`src/rtl/memory_game_ctrl_if.sv`:
```
//------------------------------------------------------------------------------
// memory_game_ctrl_if
//
// Purpose: groups the game controller's data and handshake signals so that the
// controller and its neighbours (random_digit source, keypad debouncer,
// 7-segment decoder) connect through one bundle.
//
// Signals:
//   rnd        4  random value from random_digit, meaningful only when 0..9
//   start      1  one-cycle pulse, starts or restarts a game
//   key_valid  1  one-cycle pulse, key_digit carries a pressed key
//   key_digit  4  digit pressed by the player
//   seg_digit  4  digit for the 7-segment decoder
//   seg_blank  1  1 = display dark
//   level      4  current sequence length (0 when idle)
//   busy       1  1 while capturing or playing back (keys ignored)
//   win        1  held high after a complete winning game
//   lose       1  held high after a wrong key (or timeout)
//
// Modports:
//   master  environment side: drives rnd/start/keys, observes the display
//   slave   controller side: the memory_game_ctrl module
//------------------------------------------------------------------------------
interface memory_game_ctrl_if;
  logic [3:0] rnd;
  logic       start;
  logic       key_valid;
  logic [3:0] key_digit;
  logic [3:0] seg_digit;
  logic       seg_blank;
  logic [3:0] level;
  logic       busy;
  logic       win;
  logic       lose;

  modport master (
    output rnd, start, key_valid, key_digit,
    input  seg_digit, seg_blank, level, busy, win, lose
  );

  modport slave (
    input  rnd, start, key_valid, key_digit,
    output seg_digit, seg_blank, level, busy, win, lose
  );
endinterface

```
`src/rtl/memory_game_ctrl.sv`:
```
//------------------------------------------------------------------------------
// memory_game_ctrl
//
// Purpose: Simon-style digit-memory game controller. Each round it captures
// one random decimal digit into a sequence buffer, plays the whole sequence
// back on the 7-segment display, then checks the player's keys against it.
// Matching a full sequence of MAX_LEN digits wins; any wrong key loses.
//
// Ports:
//   clk    in   system clock, all logic on the rising edge
//   reset  in   asynchronous active-low reset (0 = reset)
//   bus    slave modport of memory_game_ctrl_if:
//            rnd, start, key_valid, key_digit        (inputs)
//            seg_digit, seg_blank, level, busy, win, lose (registered outputs)
//
// Parameters:
//   MAX_LEN        longest sequence (1..15); matching it completely wins
//   SHOW_CYCLES    cycles each digit is lit during playback
//   GAP_CYCLES     blank cycles after each playback digit
//   INPUT_TIMEOUT  cycles allowed per key press (timeout build only)
//
// Build option:
//   MEMORY_GAME_TIMEOUT_EN  when defined, INPUT loses after INPUT_TIMEOUT
//                           cycles without a key; when undefined INPUT waits
//                           indefinitely and no timeout logic exists.
//------------------------------------------------------------------------------
module memory_game_ctrl #(
  parameter int unsigned MAX_LEN       = 8,
  parameter int unsigned SHOW_CYCLES   = 25000000,
  parameter int unsigned GAP_CYCLES    = 5000000,
  parameter int unsigned INPUT_TIMEOUT = 250000000
) (
  input  logic               clk,
  input  logic               reset,
  memory_game_ctrl_if.slave  bus
);

  // Larger of two elaboration-time values, used to size the shared counter.
  function automatic int unsigned max_of(input int unsigned a, input int unsigned b);
    return (a > b) ? a : b;
  endfunction

`ifdef MEMORY_GAME_TIMEOUT_EN
  localparam int unsigned CNT_MAX = max_of(max_of(SHOW_CYCLES, GAP_CYCLES), INPUT_TIMEOUT);
`else
  localparam int unsigned CNT_MAX = max_of(SHOW_CYCLES, GAP_CYCLES);
`endif
  // The counter only ever holds 0..CNT_MAX-1.
  localparam int unsigned CNT_W = (CNT_MAX > 1) ? $clog2(CNT_MAX) : 1;

  localparam logic [CNT_W-1:0] SHOW_LAST = CNT_W'(SHOW_CYCLES - 1);
  localparam logic [CNT_W-1:0] GAP_LAST  = CNT_W'(GAP_CYCLES - 1);
`ifdef MEMORY_GAME_TIMEOUT_EN
  localparam logic [CNT_W-1:0] TIMEOUT_LAST = CNT_W'(INPUT_TIMEOUT - 1);
`endif
  localparam logic [3:0] MAX_LEN_L = 4'(MAX_LEN);

  // Reject configurations the 4-bit level/digit datapath cannot represent.
  if ((MAX_LEN < 1) || (MAX_LEN > 15) || (SHOW_CYCLES < 1) ||
      (GAP_CYCLES < 1) || (INPUT_TIMEOUT < 1)) begin : g_param_check
    $error("memory_game_ctrl: parameter out of range");
  end

  typedef enum logic [2:0] {
    ST_IDLE     = 3'd0,
    ST_CAPTURE  = 3'd1,
    ST_SHOW_ON  = 3'd2,
    ST_SHOW_OFF = 3'd3,
    ST_INPUT    = 3'd4,
    ST_WIN      = 3'd5,
    ST_LOSE     = 3'd6
  } state_t;

  state_t           state_r, state_s;
  logic [3:0]       level_r, level_s;
  logic [3:0]       idx_r, idx_s;
  logic [3:0]       idx_inc_s;
  logic [3:0]       last_idx_s;
  logic [CNT_W-1:0] cnt_r, cnt_s;
  logic [3:0]       seg_digit_r, seg_digit_s;
  logic             seg_blank_r, seg_blank_s;
  logic             busy_r, busy_s;
  logic             win_r, win_s;
  logic             lose_r, lose_s;
  logic             buf_we_s;

  // Sized to the full 4-bit index range so every level/idx value addresses
  // a real entry; only the first MAX_LEN entries are ever written.
  logic [3:0]       seq_buf_r [16];

  assign bus.seg_digit = seg_digit_r;
  assign bus.seg_blank = seg_blank_r;
  assign bus.level     = level_r;
  assign bus.busy      = busy_r;
  assign bus.win       = win_r;
  assign bus.lose      = lose_r;

  // State, counters and registered outputs.
  always_ff @(posedge clk or negedge reset) begin
    if (!reset) begin
      state_r     <= ST_IDLE;
      level_r     <= 4'd0;
      idx_r       <= 4'd0;
      cnt_r       <= {CNT_W{1'b0}};
      seg_digit_r <= 4'd0;
      seg_blank_r <= 1'b1;
      busy_r      <= 1'b0;
      win_r       <= 1'b0;
      lose_r      <= 1'b0;
    end else begin
      state_r     <= state_s;
      level_r     <= level_s;
      idx_r       <= idx_s;
      cnt_r       <= cnt_s;
      seg_digit_r <= seg_digit_s;
      seg_blank_r <= seg_blank_s;
      busy_r      <= busy_s;
      win_r       <= win_s;
      lose_r      <= lose_s;
    end
  end

  // Sequence buffer: one valid random digit appended per CAPTURE.
  always_ff @(posedge clk or negedge reset) begin
    if (!reset) begin
      for (int i = 0; i < 16; i++) begin
        seq_buf_r[i] <= 4'd0;
      end
    end else if (buf_we_s) begin
      seq_buf_r[level_r] <= bus.rnd;
    end
  end

  // Next-state and next-output logic; outputs follow the state being entered.
  always_comb begin
    state_s     = state_r;
    level_s     = level_r;
    idx_s       = idx_r;
    cnt_s       = {CNT_W{1'b0}};   // any state change restarts the counter
    seg_digit_s = seg_digit_r;
    seg_blank_s = seg_blank_r;
    buf_we_s    = 1'b0;
    idx_inc_s   = idx_r + 4'd1;
    last_idx_s  = level_r - 4'd1;

    case (state_r)
      ST_IDLE: begin
        seg_blank_s = 1'b1;
        if (bus.start) begin
          state_s = ST_CAPTURE;
          level_s = 4'd0;
        end else begin
          state_s = ST_IDLE;
        end
      end

      ST_CAPTURE: begin
        if (bus.rnd <= 4'd9) begin
          buf_we_s    = 1'b1;
          level_s     = level_r + 4'd1;
          idx_s       = 4'd0;
          state_s     = ST_SHOW_ON;
          // buf[0] is being written this very edge in the first round.
          seg_digit_s = (level_r == 4'd0) ? bus.rnd : seq_buf_r[4'd0];
          seg_blank_s = 1'b0;
        end else begin
          seg_blank_s = 1'b1;
          state_s     = ST_CAPTURE;
        end
      end

      ST_SHOW_ON: begin
        if (cnt_r == SHOW_LAST) begin
          state_s     = ST_SHOW_OFF;
          seg_blank_s = 1'b1;
        end else begin
          cnt_s       = cnt_r + CNT_W'(1);
          seg_blank_s = 1'b0;
        end
      end

      ST_SHOW_OFF: begin
        seg_blank_s = 1'b1;
        if (cnt_r == GAP_LAST) begin
          if (idx_r == last_idx_s) begin
            state_s = ST_INPUT;
            idx_s   = 4'd0;
          end else begin
            state_s     = ST_SHOW_ON;
            idx_s       = idx_inc_s;
            seg_digit_s = seq_buf_r[idx_inc_s];
            seg_blank_s = 1'b0;
          end
        end else begin
          cnt_s = cnt_r + CNT_W'(1);
        end
      end

      ST_INPUT: begin
        if (bus.key_valid) begin
          // Echo the key; a state change below overrides the echo.
          seg_digit_s = bus.key_digit;
          seg_blank_s = 1'b0;
          // Buffer holds only 0..9, so keys above 9 never match.
          if (bus.key_digit == seq_buf_r[idx_r]) begin
            if (idx_r == last_idx_s) begin
              seg_blank_s = 1'b1;
              if (level_r == MAX_LEN_L) begin
                state_s = ST_WIN;
              end else begin
                state_s = ST_CAPTURE;
              end
            end else begin
              idx_s = idx_inc_s;
            end
          end else begin
            state_s     = ST_LOSE;
            seg_digit_s = last_idx_s;
            seg_blank_s = 1'b0;
          end
        end else begin
`ifdef MEMORY_GAME_TIMEOUT_EN
          if (cnt_r == TIMEOUT_LAST) begin
            state_s     = ST_LOSE;
            seg_digit_s = last_idx_s;
            seg_blank_s = 1'b0;
          end else begin
            cnt_s = cnt_r + CNT_W'(1);
          end
`else
          state_s = ST_INPUT;
`endif
        end
      end

      ST_WIN: begin
        seg_blank_s = 1'b1;
        if (bus.start) begin
          state_s = ST_CAPTURE;
          level_s = 4'd0;
        end else begin
          state_s = ST_WIN;
        end
      end

      ST_LOSE: begin
        if (bus.start) begin
          state_s     = ST_CAPTURE;
          level_s     = 4'd0;
          seg_blank_s = 1'b1;
        end else begin
          // Score shown while lost: number of rounds fully completed.
          seg_digit_s = last_idx_s;
          seg_blank_s = 1'b0;
        end
      end

      default: begin
        state_s     = ST_IDLE;
        level_s     = 4'd0;
        idx_s       = 4'd0;
        seg_digit_s = 4'd0;
        seg_blank_s = 1'b1;
      end
    endcase

    busy_s = (state_s == ST_CAPTURE) || (state_s == ST_SHOW_ON) ||
             (state_s == ST_SHOW_OFF);
    win_s  = (state_s == ST_WIN);
    lose_s = (state_s == ST_LOSE);
  end

endmodule

```
`src/flat_wrapper.sv`:
```
// flat-port wrapper written by rule: the top's interface ports become plain ports
module memory_game_ctrl_flat 
#(
  parameter int unsigned MAX_LEN       = 8,
  parameter int unsigned SHOW_CYCLES   = 25000000,
  parameter int unsigned GAP_CYCLES    = 5000000,
  parameter int unsigned INPUT_TIMEOUT = 250000000
)
  (clk, reset, bus_rnd, bus_start, bus_key_valid, bus_key_digit, bus_seg_digit, bus_seg_blank, bus_level, bus_busy, bus_win, bus_lose);
  memory_game_ctrl_if bus_i ();
  input  logic clk;
  input  logic reset;
  input wire logic [$bits(bus_i.rnd)-1:0] bus_rnd;
  input wire logic [$bits(bus_i.start)-1:0] bus_start;
  input wire logic [$bits(bus_i.key_valid)-1:0] bus_key_valid;
  input wire logic [$bits(bus_i.key_digit)-1:0] bus_key_digit;
  output wire logic [$bits(bus_i.seg_digit)-1:0] bus_seg_digit;
  output wire logic [$bits(bus_i.seg_blank)-1:0] bus_seg_blank;
  output wire logic [$bits(bus_i.level)-1:0] bus_level;
  output wire logic [$bits(bus_i.busy)-1:0] bus_busy;
  output wire logic [$bits(bus_i.win)-1:0] bus_win;
  output wire logic [$bits(bus_i.lose)-1:0] bus_lose;
  assign bus_i.rnd = bus_rnd;
  assign bus_i.start = bus_start;
  assign bus_i.key_valid = bus_key_valid;
  assign bus_i.key_digit = bus_key_digit;
  assign bus_seg_digit = bus_i.seg_digit;
  assign bus_seg_blank = bus_i.seg_blank;
  assign bus_level = bus_i.level;
  assign bus_busy = bus_i.busy;
  assign bus_win = bus_i.win;
  assign bus_lose = bus_i.lose;
  memory_game_ctrl #(.MAX_LEN(MAX_LEN), .SHOW_CYCLES(SHOW_CYCLES), .GAP_CYCLES(GAP_CYCLES), .INPUT_TIMEOUT(INPUT_TIMEOUT)) u_core (.clk(clk), .reset(reset), .bus(bus_i));
endmodule
```
`config.mk`:
```
export PLATFORM = sky130hd
export DESIGN_NAME = memory_game_ctrl_flat
export DESIGN_NICKNAME = d
export VERILOG_FILES = /design/src/rtl/memory_game_ctrl_if.sv /design/src/rtl/memory_game_ctrl.sv /design/src/flat_wrapper.sv
export SDC_FILE = /design/constraint.sdc
export NUM_CORES = 1
export LEC_CHECK = 0
export CAP_MARGIN = 20
export CORE_UTILIZATION = 56
export DETAILED_ROUTE_END_ITERATION = 10
export PLACE_DENSITY = 0.85
export REMOVE_ABC_BUFFERS = 1
export SLEW_MARGIN = 10
export SYNTH_ARGS = -nofsm -noshare
export SYNTH_HDL_FRONTEND = slang
export SYNTH_SLANG_ARGS = --single-unit
```
`constraint.sdc`:
```
create_clock -name clk -period 2.9 [get_ports clk]
set_input_delay 0.29 -clock clk [delete_from_list [all_inputs] [get_ports clk]]
set_output_delay 0.29 -clock clk [all_outputs]
set_load 0.05 [all_outputs]
```
# Yosys cells after proc, flatten, opt, wreduce, memory -nomap -nowiden
# Cells that the tools add are included.
dict set report totals {
  output_inout_bits 12
  register_bits 108
}
dict set report classes {
  n_addsub 4
  n_mux 52
  eq_ne 24
  n_bitwise 6
  magnitude_cmp 5
  n_reduce_logical 12
}
# op n
set ops {}
lappend ops {{4-bit 2-to-1 mux} 20}
lappend ops {{64-bit bitwise mux} 1}
lappend ops {{25-bit 2-to-1 mux} 2}
lappend ops {{25-bit one-hot mux with 2 select lines} 1}
lappend ops {{4-bit binary-select mux with 4-bit select} 2}
lappend ops {{3-bit 2-to-1 mux} 9}
lappend ops {{25-bit by 1-bit adder with 25-bit output, second input constant} 1}
lappend ops {{25-bit by 23-bit == test with 1-bit output, second input constant} 1}
lappend ops {{25-bit == test, second input constant} 1}
lappend ops {{3-bit one-hot mux with 7 select lines} 1}
lappend ops {{4-bit one-hot mux with 5 select lines} 1}
lappend ops {{4-bit demux with 4-bit select} 1}
lappend ops {{4-bit one-hot mux with 4 select lines} 1}
lappend ops {{3-bit == test, second input constant} 5}
lappend ops {{5-bit greater-or-equal comparator, second input constant} 3}
lappend ops {{4-bit NOT with 5-bit output} 3}
lappend ops {{3-bit by 2-bit == test with 1-bit output, second input constant} 4}
lappend ops {{4-bit one-hot mux with 3 select lines} 1}
lappend ops {{6-bit AND reduction} 2}
lappend ops {{1-bit 2-to-1 mux} 10}
lappend ops {{3-bit OR reduction} 3}
lappend ops {{4-bit by 1-bit adder with 4-bit output, second input constant} 2}
lappend ops {{4-bit == test} 2}
lappend ops {{2-bit by 1-bit inequality test with 1-bit output, second input constant} 4}
lappend ops {{other kinds (15)} 22}

# Depth between registers and ports, before layout
dict set report logic_depth {
  word_depth 11
  ltp_mapped 12
}

# Worst setup path after synthesis
# Ideal clock, no wire load.
dict set report synth_timing {
  path_type {register to register}
  start {reg u_core.level_r[0], in the netlist u_core.bus.level[0]}
  end {reg u_core.seg_digit_r[2], in the netlist u_core.bus.seg_digit[2]}
  path_slack_ps -15
  arrival_ps 2791
  path_stages_with_launch 13
  setup_ps 124
  period_less_slack_ps 2915
  cell_sequence {dfrtp_1 > buf_2 > inv_1 > ha_1 > xnor2_1 > nor2_1 > nand4b_1 > a21oi_1 > o22ai_1 > a211o_1 > clkbuf_1 > o211a_1 > a211o_1}
}
dict set report synth_via {
  elab_chain_cells 4
  elab_cells_between_ends 11
}
# item line
set synth_rtl {}
lappend synth_rtl {{from (decl)} memory_game_ctrl.sv:75} ;# logic [3:0] level_r, level_s;
lappend synth_rtl {{from (signal assigned)} memory_game_ctrl.sv:112} ;# level_r <= level_s;
lappend synth_rtl {{4-bit by 1-bit subtractor with 4-bit output / 4-bit zero test (equally long branches)} {memory_game_ctrl.sv:144, memory_game_ctrl.sv:164}}
lappend synth_rtl {{4-bit == test, or another cell as far along} memory_game_ctrl.sv:185} ;# if (idx_r == last_idx_s) begin
lappend synth_rtl {{2-bit inequality test (no source line), or another cell as far along} n/a}
lappend synth_rtl {{6-bit AND reduction (no source line) / 4-bit one-hot mux with 5 select lines (equally long branches)} n/a}
lappend synth_rtl {{to (signal assigned)} memory_game_ctrl.sv:115} ;# seg_digit_r <= seg_digit_s;
lappend synth_rtl {{to (decl)} memory_game_ctrl.sv:80} ;# logic [3:0] seg_digit_r, seg_digit_s;
# Parallel ways exist; a longest one is shown, timed or not. The select of a mux whose other input is x is not followed.
# A chain may end at the register's enable or synchronous reset.

# Final worst setup path
dict set report layout_timing {
  start {reg u_core.idx_r[0]}
  end {reg u_core.idx_r[0]}
}
dict set report layout_via {
  elab_chain_cells 7
  elab_cells_between_ends 16
}
# item line
set layout_rtl {}
lappend layout_rtl {{from (decl)} memory_game_ctrl.sv:76} ;# logic [3:0] idx_r, idx_s;
lappend layout_rtl {{from (signal assigned)} memory_game_ctrl.sv:113} ;# idx_r <= idx_s;
lappend layout_rtl {{4-bit NOT with 5-bit output (not written as such)} memory_game_ctrl.sv:205} ;# if (bus.key_digit == seq_buf_r[idx_r]) begin
lappend layout_rtl {{4-bit binary-select mux with 4-bit select} memory_game_ctrl.sv:205}
lappend layout_rtl {{4-bit 2-to-1 mux (not written as such) (2 in a row)} memory_game_ctrl.sv:205}
lappend layout_rtl {{4-bit == test} memory_game_ctrl.sv:205}
lappend layout_rtl {{2-bit by 1-bit inequality test with 1-bit output (no source line)} n/a}
lappend layout_rtl {{6-bit AND reduction (no source line)} n/a}
# Parallel ways exist; a longest one is shown, timed or not. The select of a mux whose other input is x is not followed.

==> metrics.md <==
| Metric | Value |
|---|---|
| Synth cell types | `64` |
| Routed len/inst | `21.38 um` |
| Core Area | `10890 um^2` |
| Pins Over Slew Limit | `0` |
| Via density | `6.514` |
| Syn Std Cell Area | `6284 um^2` |
| Setup CP Type | `flop to flop` |
| CTS tree | `built` |
| DRC errors left | `0` |
| H-Tree Depth | `3` |
| Multi-input gate area | `3438 um^2` |
| Gate Count Post-Synth | `555` |
| Clock Sink Count | `108` |
| FILL cells | `770` |
| GRT Resource Usage Total | `0.2808` |
| Hold Crit Class | `primary input to async pin` |
| Worst r2r path cells | `9` |
| Tcrit/Tclk final | `0.9797` |
| Clock insertion delay at the later pin of the skew report | `0.38 ns` |
| Upper clock frequency limit | `0.3520 GHz` |
| PortBufs | `23` |
| Flip-flop and latch area | `2706 um^2` |
| Final HPWL DP | `10890 um` |
| Post-route cell area | `6982 um^2` |
| Clk_skew | `0.005121 ns` |
| Worst Path Arrival | `3.11 ns` |
| Mean Syn Cell Area | `11.32 um^2` |
| Power Density | `832.9 nW/um^2` |
| CP Launch Type | `flop` |
| Slew headroom | `0.3657` |
| Routability Congestion | `0.9060` |
| Initial antenna violation count | `0` |
| Die height | `107.9 um` |
| Via count | `4723` |
| Tmin final | `2.841 ns` |
| Worst-path clk slew | `0.10 ns` |
| Area Growth Syn to Fin | `11.11%` |
| I/O Pins | `24` |
| Status | `complete, no violations` |
| Max Cap Viol | `0` |
| Largest net degree at the start of global routing | `77` |
| Worst EP required | `3.17 ns` |
| Final Setup Violations | `0` |
| Die X | `107.9 um` |
| TritonCTS buffer count | `9` |
| Unrepaired setup endpoints after global routing | `false` |
| Global-route wire length before repair | `24610 um` |
| Number of global-route vias before repair | `4603` |
| Critical path endpoint category | `flop` |
| Total Nets Final | `601` |
| Share of post-route cells with drive strength above 1 | `0.2581` |
| Remaining global-route overflow | `0` |
| Hold Fails Final Rpt | `0` |
| Initial Util | `0.5771` |
| Row cnt | `38` |
| Area after DPL | `6721 um^2` |
| Synth warnings | `0` |
| Peak supply drop | `0.4907 mV` |
| Worst-Margin Slew | `0.9515 ns` |
| Final ANT Viol Nets | `0` |
| #FFs+latches synth | `108` |
| Leak | `3.111 nW` |
| 1st-iter DRT viols | `550` |
| Sequential area share after synthesis | `0.4303` |
| Die ar. | `11650 um^2` |
| Number of synthesized flops with an enable pin | `0` |
| Post-synth ARST share | `1.000` |
| Root Driver | `clkbuf_8` |
| Fin Setup TNS | `0 ns` |
| Pre-Repair DR Iteration Count | `5` |
| Synth Flop Type | `dfrtp_1` |
| Clk buf depth | `2` |
| ANT cells | `0` |
| CP max FO | `48` |
| Overall routed net length | `15500 um` |
-- power by group --
part,internal (W),switching [W]
clock,0.000419,0.000511
combinational,0.00131,0.00152
sequential,0.00177,0.000286
total,0.00350,0.00232
-- flip-flops by register name, summed over array words and instances (netlist names), 3 cells and up --
signal,flops
u_core.idx_r,4
u_core.bus.seg_digit,4
u_core.seq_buf_r,64
u_core.state_r,3
u_core.bus.level,4
u_core.cnt_r,25
-- path summary, 6_finish.rpt --
check | slack, ns | end | start
max | 0.06 | u_core.idx_r[0] | u_core.idx_r[0]
min | 0.05 | u_core.seq_buf_r[11] | reset
max reg2reg | 0.06 | u_core.idx_r[0] | u_core.idx_r[0]
min reg2reg | 0.50 | u_core.cnt_r[0] | u_core.cnt_r[0]
max in group asynchronous | 2.01 | u_core.bus.level[1] | reset
min in group clk | 0.50 | u_core.cnt_r[0] | u_core.cnt_r[0]
-- layout by cell type (no fill, tap or decap), types with 12 or more instances in the layout --
cell	n
dfrtp_1	105
mux2_2	66
nor2_1	59
nand2_1	47
mux2i_1	32
mux4_2	24
buf_4	24
clkdlybuf4s50_1	22
xor2_1	18
xnor2_1	18
o21ai_0	13
nor3_1	12
-- worst max-delay path: stages (launching register included) --
cell	delay, ns
dfrtp_2	0.41
buf_12	0.28
mux2i_1	0.14
a22o_1	0.27
a221oi_2	0.23
xor2_1	0.16
nor4_4	0.30
nor2_1	0.12
o41a_4	0.48
mux2_4	0.32
-- synth_stat cells (all sizes together) (10+ instances only) --
library cell | count | area [um^2]
dfrtp | 107 | 2678
mux2 | 70 | 803.3
nor2 | 60 | 225.2
nand2 | 47 | 176.4
mux2i | 32 | 320.3
mux4 | 24 | 540.5
clkbuf | 19 | 75.07
xnor2 | 18 | 157.7
xor2 | 18 | 157.7
o21ai | 14 | 70.06
buf | 13 | 83.82
nor3 | 12 | 60.06
a21oi | 11 | 55.05
inv | 11 | 41.29
nand3 | 10 | 50.05
-- cell type report --
class                   instances  share of cell area
repair buffers                 48             0.06183
multi-input cells             404              0.4925
clock buffers                  11             0.02025
clock inverters                 3            0.006810
flip-flops and latches        108              0.3876
inverters                      11            0.005914
well taps                     140             0.02509
-- logic make-up after synthesis --
family	Yosys count	share of synthesized area
fa+ha+maj	8	0.01553
simple gates	166	0.1262
compound gates	67	0.07746
xor+xnor	37	0.05376
buf+inv	43	0.03186
mux	126	0.2648
flops	108	0.4303
-- metrics by stage --
step,total power (W),setup WS [ns],std cells,hold slack [ns],utilization
detailed placement,0.004754,-0.02528,710,0.4847,0.6173
CTS,0.005713,0.05363,724,0.08054,0.6378
floorplan,0.003917,-1.255,523,-0.005591,-
finish,0.005815,0.05885,725,0.05188,0.6412
global route,0.006082,0.002371,725,0.1242,0.6412
global placement,0.004656,-0.03387,710,0.4726,0.6173
-- per-layer routing --
layer	track usage	vias to the layer above	wire [um]
li1	-	2061	-
met3	0.04419	43	1260
met4	0.1213	0	524
met1	0.3779	2341	6504
met2	0.4519	278	7211
met5	0	-	0
-- what timing repair did --
item,in CTS,in global routing
hold buffers,0,0
resized for setup,6,9
endpoints found under the setup margin,6,12
buffers inserted,0,1
pin swaps,0,1
Note: power is estimated with default switching activity, not from simulation.
